--- config.mk ---
export PLATFORM = sky130hd
export DESIGN_NAME = tx_frame_ctrl
export DESIGN_NICKNAME = d
export VERILOG_FILES = /design/src/rtl/tx_frame_ctrl.sv
export SDC_FILE = /design/constraint.sdc
export NUM_CORES = 1
export LEC_CHECK = 0
export ABC_AREA = 1
export BUFFER_PORTS_ARGS = -buffer_cell sky130_fd_sc_hd__buf_2
export CAP_MARGIN = 20
export CORE_UTILIZATION = 40
export CTS_CLUSTER_DIAMETER = 100
export DETAILED_ROUTE_END_ITERATION = 7
export GPL_TIMING_DRIVEN = 0
export PLACE_DENSITY = 0.62
export SETUP_SLACK_MARGIN = 0.3
export SLEW_MARGIN = 5
export SYNTH_ARGS = -nofsm -noshare
export SYNTH_HDL_FRONTEND = slang
export SYNTH_SLANG_ARGS = --single-unit
--- constraint.sdc ---
create_clock -name clk -period 2.15 [get_ports clk]
set_clock_uncertainty 0.15 [all_clocks]
set_input_delay 0 -clock clk [delete_from_list [all_inputs] [get_ports clk]]
set_output_delay 0 -clock clk [all_outputs]
set_load 0.01 [all_outputs]
--- src/rtl/tx_frame_ctrl.sv ---
// ---------------------------------------------------------------------------
// tx_frame_ctrl
//
// Transmit frame controller. Bytes from a producer are collected into a
// DEPTH-entry store. When the producer requests a flush (tfin) or the store
// fills, the collected bytes are emitted oldest-first to a downstream link
// over a valid/ready handshake, with the final byte of the frame flagged.
// Once the last byte has been accepted, the store is emptied and the block
// goes back to accepting bytes.
//
// Ports:
//   clk      in   system clock, all state changes on its rising edge
//   reset    in   asynchronous active-high reset
//   datain   in   [WIDTH] byte from producer
//   wen      in   producer write strobe (accepted when wen && tbnfout)
//   tfin     in   flush request, sends a partial frame
//   tbnfout  out  store has room and is accepting bytes
//   dataout  out  [WIDTH] byte to downstream, 0 when txvalid is low
//   txvalid  out  dataout is valid
//   txready  in   downstream accepts dataout this cycle
//   txlast   out  dataout is the final byte of the frame
//   countout out  [CW] number of bytes held in the current frame
//   busy     out  frame transmission in progress
// ---------------------------------------------------------------------------
module tx_frame_ctrl #(
    parameter int WIDTH = 8,
    parameter int DEPTH = 16,
    parameter int CW    = 5
) (
    input  logic             clk,
    input  logic             reset,
    input  logic [WIDTH-1:0] datain,
    input  logic             wen,
    input  logic             tfin,
    output logic             tbnfout,
    output logic [WIDTH-1:0] dataout,
    output logic             txvalid,
    input  logic             txready,
    output logic             txlast,
    output logic [CW-1:0]    countout,
    output logic             busy
);

    // Address width of the store; the count is one bit wider so it can
    // represent a completely full store.
    localparam int AW = (DEPTH > 1) ? $clog2(DEPTH) : 1;

    typedef enum logic {
        FILL = 1'b0,
        SEND = 1'b1
    } state_t;

    state_t          state_reg;
    logic [CW-1:0]   count_reg;
    logic [CW-1:0]   rdptr_reg;
    logic [WIDTH-1:0] store [DEPTH];

    logic wr_accept;
    logic is_last;
    logic in_send;

    assign in_send   = (state_reg == SEND);

    // The count only advances on accepted writes, so gating on count<DEPTH
    // is what keeps it from ever exceeding DEPTH.
    assign wr_accept = (state_reg == FILL) && wen && (count_reg < CW'(DEPTH));

    // In SEND the count is always at least 1, so count-1 never underflows
    // while the comparison is actually used.
    assign is_last   = (rdptr_reg == (count_reg - CW'(1)));

    // Storage has no reset: its contents are meaningless until written, and
    // leaving it reset-free keeps it mappable onto distributed RAM. The read
    // side is asynchronous so the first byte is presented in the very first
    // SEND cycle and holds for as long as the downstream stalls.
    always_ff @(posedge clk) begin
        if (wr_accept) begin
            store[count_reg[AW-1:0]] <= datain;
        end
    end

    always_ff @(posedge clk or posedge reset) begin
        if (reset) begin
            state_reg <= FILL;
            count_reg <= '0;
            rdptr_reg <= '0;
        end else begin
            case (state_reg)
                FILL: begin
                    if (wr_accept) begin
                        count_reg <= count_reg + CW'(1);
                        // A same-cycle flush includes the byte being written.
                        if ((count_reg == CW'(DEPTH - 1)) || tfin) begin
                            state_reg <= SEND;
                        end
                    end else if (tfin && (count_reg != '0)) begin
                        state_reg <= SEND;
                    end
                end
                SEND: begin
                    // Producer strobes are ignored here; only the downstream
                    // handshake moves the read pointer.
                    if (txready) begin
                        if (is_last) begin
                            count_reg <= '0;
                            rdptr_reg <= '0;
                            state_reg <= FILL;
                        end else begin
                            rdptr_reg <= rdptr_reg + CW'(1);
                        end
                    end
                end
                default: begin
                    state_reg <= FILL;
                end
            endcase
        end
    end

    // All outputs decode from registered state only; txready never reaches
    // txvalid combinationally.
    assign busy     = in_send;
    assign txvalid  = in_send;
    assign txlast   = in_send && is_last;
    assign dataout  = in_send ? store[rdptr_reg[AW-1:0]] : '0;
    assign tbnfout  = (state_reg == FILL) && (count_reg < CW'(DEPTH));
    assign countout = count_reg;

endmodule

### Yosys cells after proc, flatten, opt, wreduce, memory -nomap -nowiden

Memory sizes are Yosys's and may differ from the RTL's.
Cells that the tools add are included.
W data, S select, Z words.

| storage, ports and cells | value |
|---|---|
| memory bits (writable) | 128 |
| word-level logic and storage cells | 37 |
| output and inout bits | 17 |
| memories | 1 |
| input port bits | 13 |
| flip-flop bits (word level) | 11 |

Memories:

| name | words | width | read ports | clocked after Yosys merged registers in | write ports | RTL line | text |
|---|---|---|---|---|---|---|---|
| store | 16 | 8 | 1 | 0 | 1 | 56 | `logic [WIDTH-1:0] store [DEPTH];` |

| operators by class | value |
|---|---|
| reduce and logical (&&, ||, !) cells | 9 |
| order comparisons | 1 |
| bitwise operators | 1 |
| $add $sub $neg | 3 |
| equal/unequal tests | 5 |
| mux-type cells | 14 |

Operators with widths:

| cell | count |
|---|---|
| $mux W5 | 4 |
| $add A5 B1 Y5 const B | 2 |
| $pmux W5 S2 | 1 |
| $mux W8 | 1 |
| $mux W1 | 7 |
| $eq A5 B4 Y1 const B | 1 |
| $eq A5 B5 Y1 | 1 |
| $logic_and A1 B1 Y1 | 5 |
| $lt A5 B5 Y1 const B | 1 |
| $reduce_bool A5 Y1 | 1 |
| $sub A5 B1 Y5 const B | 1 |
| $ne A2 B2 Y1 const B | 2 |
| $reduce_and A3 Y1 | 1 |
| $ne A2 B1 Y1 const B | 1 |
| $pmux W1 S2 | 1 |
| $reduce_and A2 Y1 | 1 |
| $logic_or A1 B1 Y1 | 1 |
| $not A1 Y1 | 1 |

### Depth between registers and ports, before layout

| depth | value |
|---|---|
| word-level depth | 5 |
| depth in mapped cells | 13 |
| gate-level depth less buffers | 13 |

### Worst setup path after synthesis

OpenSTA, ideal clock, no wires.

| timing | value |
|---|---|
| path type | flip-flop to flip-flop |
| start point | reg state_reg, in the netlist busy |
| end point | mem store[1][0], enable pin |
| period minus slack after synthesis | 2085 ps |
| path buffers | 0 |
| stages on the path, launching flop included | 6 |
| data arrival time | 1565 ps |
| setup slack | 65 ps |
| library setup time | 370 ps |
| required time | 1630 ps |
| cells stage by stage | dfrtp_1 nor2_1 nand2_1 inv_1 nand2_1 nor2_1 |

| between the ends | value |
|---|---|
| cells in the longest elaborated chain, start to end | 5 |

RTL lines:

| what | RTL line | text |
|---|---|---|
| start, declared | 53 | `state_t state_reg;` |
| start signal, assigned | 84 | `state_reg <= FILL;` |
| start signal, assigned | 94 | `state_reg <= SEND;` |
| start signal, assigned | 97 | `state_reg <= SEND;` |
| $not A1 Y1 | - |  |
| $logic_and A1 B1 Y1 (2 in series) | 66 | `assign wr_accept = (state_reg == FILL) && wen && (count_reg < CW'(DEPTH));` |
| $mux W1 | 77 | `if (wr_accept) begin` |
| $mux W1 (implied by the code) | 78 | `store[count_reg[AW-1:0]] <= datain;` |
| end, declared | 56 |  |

No other way between the ends.

### Final worst setup path

| timing | value |
|---|---|
| start point | reg rdptr_reg[0] |
| end point | out dataout[4] |

| between the ends | value |
|---|---|
| cells in the longest elaborated chain, start to end | 2 |

RTL lines:

| what | RTL line | text |
|---|---|---|
| start, declared | 55 | `logic [CW-1:0] rdptr_reg;` |
| start signal, assigned | 109 | `rdptr_reg <= rdptr_reg + CW'(1);` |
| $mem_v2 Z16 W8 | - |  |
| $mux W8 | 125 | `assign dataout = in_send ? store[rdptr_reg[AW-1:0]] : '0;` |
| end, declared | 36 | `output logic [WIDTH-1:0] dataout,` |

No other way between the ends.

==> run_results.csv <==
group,metric,value,unit
status,status,"complete, but fails checks",
status,failed_checks,"hold timing, setup timing",
logic_synthesis,postSynthAreaPerCell,11.4,um^2
setup_path,cp.arrival,2100,ps
cells_and_area,final_cells,812,
setup_path,slowest_stage,"dfrtp_2",
sta,fin_ws,-104,ps
sta,timing.hold.ws,-0.601,ps
sta,max_freq,444,MHz
drt,post_drt_wl_per_cell,19.1,um
logic_synthesis,synth.most_common_cell,"edfxtp_1",
logic_synthesis,synth_cells,517,
floorplan,initial_core_util,40.9,%
global_route,grt_max_degree,17,
cells_and_area,final_layout_size_suffix_gt1_share,28.0,%
placement,gp_congestion,0.859,
logic_synthesis,ys_types,27,
drt,first_iter_violations,378,
drt,drc,0,
clocking,ctsHtreeMaxLevel,4,
logic_synthesis,synth_top_area_share,65.0,%
setup_path,crit_buf_inv,5,
sta,finalHoldViolations,1,
setup_path,cp_max_fo,6,
cells_and_area,fin_nets,635,
clocking,cts_tree,"yes",
clocking,clock_latency,420,ps
clocking,cts_made_buffers,17,
drt,final_antenna_net_count,0,
logic_synthesis,async_flop_share,7.91,%
power,p_per_area,1350,mW/mm^2
sta,rsz0062_at_grt,"true",
clocking,clock_sinks,139,
logic_synthesis,ys.warnings.count,0,
logic_synthesis,synth-seq-area-share,69.6,%
floorplan,core,0.0145,mm^2
setup_path,crit_path_end_kind,"output port",
cells_and_area,largest_reg_flops,128,
cells_and_area,syn_to_final_growth,33.9,%
global_route,gr-total-overflow,0,
power,power.leakage,0.00294,uW
logic_synthesis,synthTopCellsByCount,"128 x edfxtp_1, 114 x nor2_1, 82 x o21ai_0",
drt,dr.pass1.iters,7,
sta,finalSetupViolations,8,
setup_path,crit_family,"buffers and inverters",
placement,io_buffers,29,
logic_synthesis,syn_area,0.00592,mm^2
drt,vias,4328,
placement,place_hpwl,9270,um
setup_path,cp_cell_sequence,"inv_4 -> buf_12 -> buf_8 -> buf_4 -> nor2_2 -> o21ai_1 -> o211ai_1 -> a21oi_2 -> buf_2",
global_route,track_usage,21.4,%
clocking,clockBufferDepth,2,
sta,finalCritPeriodShare,105,%
clocking,cts-root-buf,"clkbuf_16",
flow_run,max_cap_violations,0,
power,ir_drop,0.726,mV
setup_path,max_stage_delay,440,ps
floorplan,die_h,124,um
logic_synthesis,synth_seq_cells,139,
drt,via_per_inst,5.33,
cells_and_area,antenna_cells,0,
sta,fin_crit,2250,ps
floorplan,dieWidth,124,um
logic_synthesis,synthFlopType,"edfxtp_1",
placement,place_area,0.00639,mm^2
logic_synthesis,synth_area_leaders,"edfxtp_1 65%, nor2_1 7.2%, o21ai_0 6.9%, dfrtp_1 4.7%, nand2_1 3.9%",
floorplan,fp-row-count,44,
placement,place_inst,732,
floorplan,die_area,0.0153,mm^2
global_route,grt_pass1_vias,4203,
logic_synthesis,syn_nets,536,
logic_synthesis,synth_area_leader_cell,"edfxtp_1",
setup_path,cp.required,2000,ps
sta,maxSlewHeadroom,68.7,%
logic_synthesis,synth_edf_count,128,
global_route,antenna_found_initial,0,
setup_path,worst_setup_path_start_kind,"register",
cells_and_area,finalCoreUtilization,54.7,%
clocking,cts.clk_slew.worst_paths,60,ps
global_route,grt_first_pass_wirelength,23300,um
power,finalPower,10700,uW
sta,worstMarginPinSlew,468,ps
worst_hold_path,holdCritPathClass,"primary input to async pin",
drt,drt_wl_total,15500,um
floorplan,io_pins,30,
sta,finalMaxSlewViolations,0,
cells_and_area,final_area,0.00792,mm^2
setup_path,path_class,"register to output port",
==> metal layers <==
metal  share of wire [%]  GRT usage (%)  up-vias  wire length [um]
li1                    -              -     2024                 -
met1                  42           27.9     2117              6530
met2                  50           35.0      158              7780
met3                 6.0           4.17       29               928
met4                 1.9           9.11        0               293
met5                   0              0        -                 0
==> cells in the final DEF (no fill, tap or decap), types with 8 or more instances in the layout <==
master	netlist	routed
buf_12	0	14
buf_2	11	31
buf_4	6	23
buf_6	2	11
clkbuf_16	0	18
dfrtp_1	11	8
dlygate4sd3_1	0	12
edfxtp_1	128	128
inv_1	18	12
nand2_1	62	55
nand3_1	15	15
nor2_1	114	94
nor2_2	2	9
nor2_4	0	13
o211ai_1	16	16
o21ai_0	82	54
o21ai_1	3	30
==> path summary, 6_finish.rpt <==
| check | slack, ps | end | depth (start not counted) | start |
|---|---|---|---|---|
| max | -100 | dataout[4] | 9 | rdptr_reg[0] |
| max reg2reg | 280 | countout[3] | 11 | rdptr_reg[0] |
| min | -0.6 | rdptr_reg[0] | 3 | reset |
| max in group asynchronous | 1500 | countout[0] | 3 | reset |
| min reg2reg | 450 | countout[4] | 2 | countout[4] |
| min in group clk | 250 | busy | 3 | txready |
==> area by class of cell <==
cell class                 count  area, um^2
multi-input combinational    331        1810
timing repair buffer          80         800
inverter                      21        95.1
clock inverter                12         149
fill                        1151        6560
buffer                        26         285
tap                          184         230
clock buffer                  19         433
sequential                   139        4120
==> repair_timing <==
item	in CTS	in global routing
pin swaps	35	15
cloned	3	1
endpoints found under the hold margin	150	0
setup endpoints to repair	146	121
resized for setup	100	33
setup buffers	29	4
hold buffers	12	0
==> logic make-up after synthesis <==
kind of cell	after synthesis	synth area share, %
buf+inv	47	3.85
flops	139	69.6
fa+ha+maj	6	1.27
compound gates	118	11.0
simple gates	202	13.6
xor+xnor	5	0.740
==> through the flow <==
step,setup slack (ps),TNS (ps)
CTS,-40.3,-179
finish,-104,-443
floorplan,169,0
global placement,-393,-15920
global route,-180,-1150
detailed placement,-267,-10930
==> power by group <==
| group | switching, uW | internal, uW | total (uW) | leakage, uW |
|---|---|---|---|---|
| registers | 117 | 3080 | 3190 | 0.00128 |
| clock network | 1080 | 1810 | 2890 | 0.000278 |
| logic | 2650 | 1960 | 4620 | 0.00138 |
| total | 3850 | 6850 | 10700 | 0.00294 |
==> worst register-to-register path, stage by stage (launching register included) <==
cell	delay, ps
dfrtp_2	460
buf_12	180
buf_4	150
xor2_1	120
nand3_1	90
nor2_2	130
nand3_2	100
buf_6	130
nand2_4	60
nand2_4	60
nand2_1	60
nand2_1	50
No activity file was read; power rests on OpenSTA's default activity.
